**config.mk**
```make
export PLATFORM = sky130hd
export DESIGN_NAME = bster_cmd_ingress
export DESIGN_NICKNAME = d
export VERILOG_FILES = /design/src/rtl/bster_pkg.sv /design/src/rtl/bster_sync_fifo.sv /design/src/rtl/bster_cmd_ingress.sv
export SDC_FILE = /design/constraint.sdc
export NUM_CORES = 1
export LEC_CHECK = 0
export CORE_ASPECT_RATIO = 0.6
export CORE_UTILIZATION = 51
export CTS_CLUSTER_SIZE = 20
export DETAILED_ROUTE_END_ITERATION = 10
export PLACE_DENSITY_LB_ADDON = 0.15
export SLEW_MARGIN = 15
export SYNTH_ARGS = -nofsm -noshare
export SYNTH_HDL_FRONTEND = slang
export SYNTH_HIERARCHICAL = 1
export SYNTH_SLANG_ARGS = --single-unit
```
**constraint.sdc**
```tcl
create_clock -name aclk -period 10.7 [get_ports aclk]
set_input_delay 2.14 -clock aclk [delete_from_list [all_inputs] [get_ports aclk]]
set_output_delay 2.14 -clock aclk [all_outputs]
set_load 0.05 [all_outputs]
```
**src/rtl/bster_pkg.sv**
```systemverilog
// Shared types and command-layout constants for the bster core.
package bster_pkg;

    typedef enum logic [3:0] {
        OP_INSERT = 4'd1,
        OP_DELETE = 4'd2,
        OP_SEARCH = 4'd3
    } op_e;

    localparam int OP_LSB   = 0;
    localparam int OP_W     = 4;
    localparam int RSV_LSB  = 4;
    localparam int RSV_W    = 4;
    localparam int TAG_LSB  = 8;
    localparam int KEY_LSB  = 16;
    localparam int DATA_LSB = 48;
    localparam int CMD_USED = 112;

    localparam logic [3:0] STS_BAD_OPCODE = 4'hE;

    typedef enum logic [1:0] {
        IDLE,
        ISSUE,
        REJECT
    } state_e;

    function automatic logic is_legal_op(input logic [3:0] op);
        return (op == OP_INSERT) || (op == OP_DELETE) || (op == OP_SEARCH);
    endfunction

endpackage

```
**src/rtl/bster_sync_fifo.sv**
```systemverilog
// Single-clock FIFO with extra-MSB pointers so full and empty are unambiguous.
module bster_sync_fifo #(
    parameter int WIDTH = 128,
    parameter int DEPTH = 4
) (
    input  logic                       clk,
    input  logic                       rst_n,
    input  logic                       push,
    input  logic                       pop,
    input  logic                       flush,
    input  logic [WIDTH-1:0]           wdata,
    output logic [WIDTH-1:0]           rdata,
    output logic                       full,
    output logic                       empty,
    output logic [$clog2(DEPTH):0]     level
);

    localparam int AW = $clog2(DEPTH);

    logic [WIDTH-1:0] mem [DEPTH];
    logic [AW:0]      wptr;
    logic [AW:0]      rptr;
    logic             do_push;
    logic             do_pop;

    // A flush wins over a same-cycle push so the discarded state is truly empty.
    assign do_push = push & ~full & ~flush;
    assign do_pop  = pop & ~empty & ~flush;

    always_ff @(posedge clk or negedge rst_n) begin
        if (!rst_n) begin
            wptr <= '0;
            rptr <= '0;
        end else if (flush) begin
            wptr <= '0;
            rptr <= '0;
        end else begin
            if (do_push) wptr <= wptr + 1'b1;
            if (do_pop)  rptr <= rptr + 1'b1;
        end
    end

    always_ff @(posedge clk) begin
        if (do_push) mem[wptr[AW-1:0]] <= wdata;
    end

    assign rdata = mem[rptr[AW-1:0]];
    assign empty = (wptr == rptr);
    assign full  = (wptr[AW] != rptr[AW]) && (wptr[AW-1:0] == rptr[AW-1:0]);
    assign level = wptr - rptr;

endmodule

```
**src/rtl/bster_cmd_ingress.sv**
```systemverilog
// Command front-end: buffers raw commands, decodes them, and issues legal ones
// to the tree engine while answering illegal opcodes on the status stream.
module bster_cmd_ingress
    import bster_pkg::*;
#(
    parameter int CMD_WIDTH  = 128,
    parameter int STS_WIDTH  = 8,
    parameter int KEY_WIDTH  = 32,
    parameter int DATA_WIDTH = 64,
    parameter int TAG_WIDTH  = 8,
    parameter int FIFO_DEPTH = 4
) (
    input  logic                          aclk,
    input  logic                          aresetn,
    input  logic                          csr_enable,
    input  logic                          csr_flush,
    input  logic                          cmd_tvalid,
    output logic                          cmd_tready,
    input  logic [CMD_WIDTH-1:0]          cmd_tdata,
    output logic                          eng_valid,
    input  logic                          eng_ready,
    output logic [1:0]                    eng_op,
    output logic [TAG_WIDTH-1:0]          eng_tag,
    output logic [KEY_WIDTH-1:0]          eng_key,
    output logic [DATA_WIDTH-1:0]         eng_data,
    output logic                          sts_tvalid,
    input  logic                          sts_tready,
    output logic [STS_WIDTH-1:0]          sts_tdata,
    output logic [31:0]                   cnt_accepted,
    output logic [31:0]                   cnt_rejected,
    output logic [$clog2(FIFO_DEPTH):0]   fifo_level
);

    localparam logic [31:0] CNT_MAX = 32'hFFFF_FFFF;

    state_e                state;
    state_e                state_next;
    logic                  fifo_full;
    logic                  fifo_empty;
    logic [CMD_WIDTH-1:0]  head;
    logic [3:0]            head_op;
    logic                  push;
    logic                  done;
    logic                  load;
    logic [1:0]            op_q;
    logic [TAG_WIDTH-1:0]  tag_q;
    logic [KEY_WIDTH-1:0]  key_q;
    logic [DATA_WIDTH-1:0] data_q;
    logic [STS_WIDTH-1:0]  sts_q;
    logic                  unused_bits;

    assign cmd_tready = csr_enable & ~fifo_full;
    assign push       = cmd_tvalid & cmd_tready;
    assign head_op    = head[OP_LSB +: OP_W];
    assign done       = ((state == ISSUE) & eng_ready) | ((state == REJECT) & sts_tready);
    // A flush cycle never pops: the buffered commands are being discarded.
    assign load       = ~csr_flush & ~fifo_empty & ((state == IDLE) | done);
    assign unused_bits = ^{head[RSV_LSB +: RSV_W], head[CMD_WIDTH-1:CMD_USED]};

    bster_sync_fifo #(
        .WIDTH (CMD_WIDTH),
        .DEPTH (FIFO_DEPTH)
    ) u_fifo (
        .clk   (aclk),
        .rst_n (aresetn),
        .push  (push),
        .pop   (load),
        .flush (csr_flush),
        .wdata (cmd_tdata),
        .rdata (head),
        .full  (fifo_full),
        .empty (fifo_empty),
        .level (fifo_level)
    );

    always_ff @(posedge aclk or negedge aresetn) begin
        if (!aresetn) state <= IDLE;
        else          state <= state_next;
    end

    always_comb begin
        state_next = state;
        if (load)      state_next = is_legal_op(head_op) ? ISSUE : REJECT;
        else if (done) state_next = IDLE;
    end

    always_comb begin
        eng_valid  = 1'b0;
        sts_tvalid = 1'b0;
        case (state)
            ISSUE:   eng_valid  = 1'b1;
            REJECT:  sts_tvalid = 1'b1;
            default: ;
        endcase
    end

    always_ff @(posedge aclk or negedge aresetn) begin
        if (!aresetn) begin
            op_q   <= '0;
            tag_q  <= '0;
            key_q  <= '0;
            data_q <= '0;
            sts_q  <= '0;
        end else if (load) begin
            op_q   <= head_op[1:0];
            tag_q  <= head[TAG_LSB +: TAG_WIDTH];
            key_q  <= head[KEY_LSB +: KEY_WIDTH];
            data_q <= head[DATA_LSB +: DATA_WIDTH];
            sts_q  <= STS_WIDTH'({STS_BAD_OPCODE, head_op});
        end
    end

    assign eng_op    = op_q;
    assign eng_tag   = tag_q;
    assign eng_key   = key_q;
    assign eng_data  = data_q;
    assign sts_tdata = sts_q;

    always_ff @(posedge aclk or negedge aresetn) begin
        if (!aresetn) begin
            cnt_accepted <= '0;
            cnt_rejected <= '0;
        end else begin
            if (eng_valid && eng_ready && cnt_accepted != CNT_MAX)
                cnt_accepted <= cnt_accepted + 32'd1;
            if (sts_tvalid && sts_tready && cnt_rejected != CNT_MAX)
                cnt_rejected <= cnt_rejected + 32'd1;
        end
    end

endmodule

```
==> Word-level counts from Yosys, hierarchy flattened <==
Memories as Yosys holds them, arrays and structs flattened.
Index checks and enable logic that the tools add are counted.
{ "word_totals": {"input_bits": 135, "ram_bits": 512, "reg_bits": 183, "mem_bits_ro": 0, "word_cells": 63, "n_memories": 1, "latch_bits": 0} }
{ "mem_list": {"columns": ["name", "depth", "width", "read_ports", "rd_clocked_by_memory_dff", "write_ports", "line", "text"], "rows": [
  ["u_fifo.mem", 4, 128, 1, 0, 1, "bster_sync_fifo.sv:20", "logic [WIDTH-1:0] mem [DEPTH];"]
]} }
{ "classes": {"order_cmp": 0, "mux": 11, "n_bitwise": 15, "n_shift": 0, "n_reduce_logical": 11, "add_sub_neg": 5, "mul": 0, "eq_ne": 10, "div_mod_pow": 0} }
{ "op_table": {"columns": ["op", "n"], "rows": [
  ["adder 32 x 1 -> 32 bit (second input constant)", 2],
  ["inequality test 32 bit (second input constant)", 2],
  ["2-to-1 mux 3 bit", 4],
  ["bitwise AND 1 bit", 10],
  ["equality test 4 x 2 -> 1 bit (second input constant)", 2],
  ["adder 3 x 1 -> 3 bit (second input constant)", 2],
  ["2-to-1 mux 2 bit", 3],
  ["nonzero test 2 bit", 3],
  ["logical AND 1 bit", 5],
  ["equality test 4 x 1 -> 1 bit (second input constant)", 1],
  ["2-to-1 mux 1 bit", 4],
  ["equality test 3 bit", 1],
  ["NOT 1 bit", 3],
  ["subtractor 3 bit", 1],
  ["equality test 2 x 1 -> 1 bit (second input constant)", 1],
  ["equality test 2 bit", 1],
  ["equality test 2 bit (second input constant)", 1],
  ["zero test 2 bit", 1],
  ["logical OR 1 bit", 2],
  ["OR 1 bit", 2],
  ["inequality test 1 bit", 1]
]} }

==> Longest topological paths before layout <==
{ "depth": {"depth_word": 9, "depth_mapped": 14, "ltp_nobuf": 10} }

==> Cells and area by module <==
The synthesis kept the hierarchy.
{ "modules_own_cells": {"columns": ["mod", "seq_area_each_um2", "area_each_um2", "n_inst", "cells_each"], "rows": [
  ["bster_sync_fifo", 15524.9, 19020.7, 1, 733],
  ["bster_cmd_ingress", 4379.2, 7272.0, 1, 547]
]} }

==> Least setup slack after synthesis <==
No wires, ideal clock.
{ "synth_path": {"path_kind": "input to register", "from": "input csr_enable", "to": "memory u_fifo.mem[3][0], enable pin", "n_path_buf": 0, "slack_ns": -2.038, "path_stages": 4, "arrival_time_ns": 11.966, "setup_ns": 0.772, "required_ns": 9.928, "cell_sequence": "nor2b_1 > and2_1 > nand2_1 > nor3_1"} }
{ "synth_between": {"elab_chain_cells": 6} }
{ "synth_lines": {"columns": ["element", "line", "text"], "rows": [
  ["from (decl)", "bster_cmd_ingress.sv:15", "input logic csr_enable,"],
  ["bitwise AND 1 bit", "bster_cmd_ingress.sv:52", "assign cmd_tready = csr_enable & ~fifo_full;"],
  ["bitwise AND 1 bit", "bster_cmd_ingress.sv:53", "assign push = cmd_tvalid & cmd_tready;"],
  ["named net push", "bster_cmd_ingress.sv:42", "logic push;"],
  ["bitwise AND 1 bit (2 in series)", "bster_sync_fifo.sv:27", "assign do_push = push & ~full & ~flush;"],
  ["2-to-1 mux 1 bit", "bster_sync_fifo.sv:44", "if (do_push) mem[wptr[AW-1:0]] <= wdata;"],
  ["2-to-1 mux 1 bit (not written as such)", "bster_sync_fifo.sv:44", null],
  ["to (decl)", "bster_sync_fifo.sv:20", null]
]} }
The timed path passes the listed nets, and every way through them passes these cells.

==> Final worst setup path <==
{ "layout_path": {"from": "input csr_enable", "to": "output cmd_tready"} }
{ "layout_between": {"elab_chain_cells": 1} }
{ "layout_lines": {"columns": ["element", "line", "text"], "rows": [
  ["bitwise AND 1 bit", "bster_cmd_ingress.sv:52", null],
  ["to (decl)", "bster_cmd_ingress.sv:18", "output logic cmd_tready,"]
]} }
Every way passes these cells.

==> summary.md <==
| Metric | Value |
|---|---|
| DP HPWL | ~27 mm |
| Die width | around 280 um |
| Syn-to-layout area delta | 22.74% |
| Fraction of layout cells with a size suffix above 1 | between 20% and 30% |
| P_sw | 2.404 mW |
| Flop pwr share | a little over two fifths |
| Final Cell Area | 28770 sq um |
| WP data arrival | 3.54 ns |
| Final Skew | 0.02968 ns |
| CP Data Required Time | 8.56 ns |
| Avg Cell Area, Syn | 19.88 sq um |
| Synth Instances | 1179 |
| Clock buffer depth | 3 |
| Least-Margin Pin Slew | 1.107 ns |
| DRT iter0 DRCs | 723 |
| ANT nets after route | 0 |
| Sw frac | 33.24% |
| Int Power | 4.828 mW |
| Crit Path Class | primary input to output pin |
| Tcrit/Tclk final | between 50% and 60% |
| Clk pwr share | between 20% and 30% |
| WL met1 | 20.92 mm |
| Endpoints failing setup | 0 |
| Drt pass-1 iters | 4 |
| Fin Setup TNS | 0 ns |
| Initial Util | 52.03% |
| Total die area | roughly 47000 sq um |
| Drc violations | 0 |
| Largest net degree at the start of global routing | 73 |
| Hold/Removal Path Class | flop to flop |
| Wirelength per Cell | 22.00 um |
| Std-Cell Core Area | approximately 45000 sq um |
| Rel. slew slack | a little over a quarter |
| Cell area after synthesis | 23430 sq um |
| Unrepaired setup endpoints after global routing | false |
| GRT Util Overall | 20.40% |
| CTS tree | yes |
| Global-route wire length before repair | 72.82 mm |
| Post-route setup slack | about 5.0 ns |
| Top sig layer | met5 |
| Worst VDD drop | 0.1940 mV |
| Post-CTS setup buffer count | 0 |
| Pwr Density | between 200 and 300 nW/um^2 |
| Leakage | 10.00 nW |
| Final wirelength | 46.91 mm |
| Met2 WL | 22.44 mm |
| Routed wl met3 | 2.437 mm |
| Hold_buf cts | 0 |
| Vias in the first global route | between 10000 and 15000 |
| Final hold violation count | 0 |
| Remaining global-route overflow | 0 |
| Status | finished, final reports clean |
| Rows | 60 |
| Total CTS buffers | 55 |
| RePlAce Congestion | roughly 0.86 |
| Max Slew Vio Count | 0 |
| Comb pwr share | 31.7% |
| Maxcap violations | 0 |
| IO Port Bufs | a little under 300 |
| Final min period | 5.676 ns |
| Clock sinks | 613 |
| Clk_lat worst skew | approximately 0.60 ns |
| H-tree Lvls | 2 |
| Mean number of vias per cell | between 5 and 6 |
| Synthesis warning total | 6 |
| Post-CTS sizing | 0 |
| Final nets | 1639 |
| Cell Area, Placed | 26970 sq um |
| Endpoint class of the critical path | output pin |
| Syn_nets | 1324 |
| CTS clock-pin slew for the worst setup and hold paths | 0.06 ns |
| Total Power | 7.232 mW |
| Crit Path Max Fanout | 2 |
| CTS root buf | clkbuf_16 |
| Fmax | 0.1762 GHz |
| I/O pins | 319 |
| Vias | roughly 12000 |
| Die span in y | roughly 170 um |
| Startpoint Class | primary input |
| Antenna violations before repair | 4 |
| Pre-CTS setup slack | 5.017 ns |
-- layout make-up --
cell class,count,area [sq um]
flip-flops and latches,613,17510
diodes,2,5.005
repair buffers,309,3067
well taps,589,737.0
fillers,3168,16280
inverters,19,71.32
clock inverters,17,151.4
multi-input cells,496,5587
clock buffers,87,1638
-- routing by layer --
metal,global-route usage (%),vias up
met2,32.91,261
met5,0,-
met1,28.39,6105
li1,-,5293
met3,4.593,68
met4,5.327,2
-- through the flow --
step / instances / hold WS [ns] / utilization, %
after CTS: 2130 / 0.4962 / 63.85
after global routing: 2131 / 0.5133 / 63.86
after global placement: 2026 / 0.4842 / 59.88
final: 2132 / 0.4948 / 63.86
after detailed placement: 2026 / 0.4846 / 59.88
after floorplan: 1179 / 0.5722 / -
-- worst paths after layout --
check	from	cells after the start	slack [ns]	endpoint
worst max-delay path	csr_enable	3	5.02	cmd_tready
worst min-delay path	cnt_rejected[5]	1	0.49	cnt_rejected[5]
worst max register to register	u_fifo/rptr[1]	9	5.83	u_fifo/mem[2][45]
worst min register to register	cnt_rejected[5]	1	0.49	cnt_rejected[5]
max in group asynchronous	aresetn	2	7.76	u_fifo/rptr[1]
min in group asynchronous	aresetn	1	1.59	eng_data[42]
-- cells in the final DEF, fill, tap and decap left out, drive strengths merged, types with 4 or more instances in the layout --
cell type	instances
edfxtp	432
clkdlybuf4s50	296
dfrtp	181
mux2	110
mux4	108
clkbuf	88
xnor2	38
nor2	30
nand3	29
nand4	29
xor2	26
nand2	21
inv	21
nor3	15
and3	14
clkinv	14
buf	12
ha	9
a21oi	8
nor4	8
nor2b	7
and2	6
and4	4
-- critical path: stages --
cell,delay (ns)
clkdlybuf4s50_1,0.44
nor2b_1,0.14
clkdlybuf4s50_1,0.81
-- flip-flops by register name (all words and copies together) (netlist names) --
signal,cells
u_fifo/mem,432
eng_data,64
cnt_accepted,32
cnt_rejected,32
eng_key,32
eng_tag,8
sts_tdata,4
u_fifo/rptr,3
u_fifo/wptr,3
state,2
eng_op,1
-- power groups by stage --
| stage | Combinational [mW] | Clock (mW) | Sequential, mW |
|---|---|---|---|
| 2_1_floorplan | 0.837 | 0 | 3.79 |
| 3_3_place_gp | 2.30 | 0 | 3.05 |
| 3_5_place_dp | 2.32 | 0 | 3.06 |
| 4_1_cts | 2.33 | 1.98 | 3.01 |
| 5_1_grt | 2.40 | 2.07 | 3.04 |
| 6_report | 2.29 | 1.93 | 3.01 |
Power figures use the tool's default switching activity.
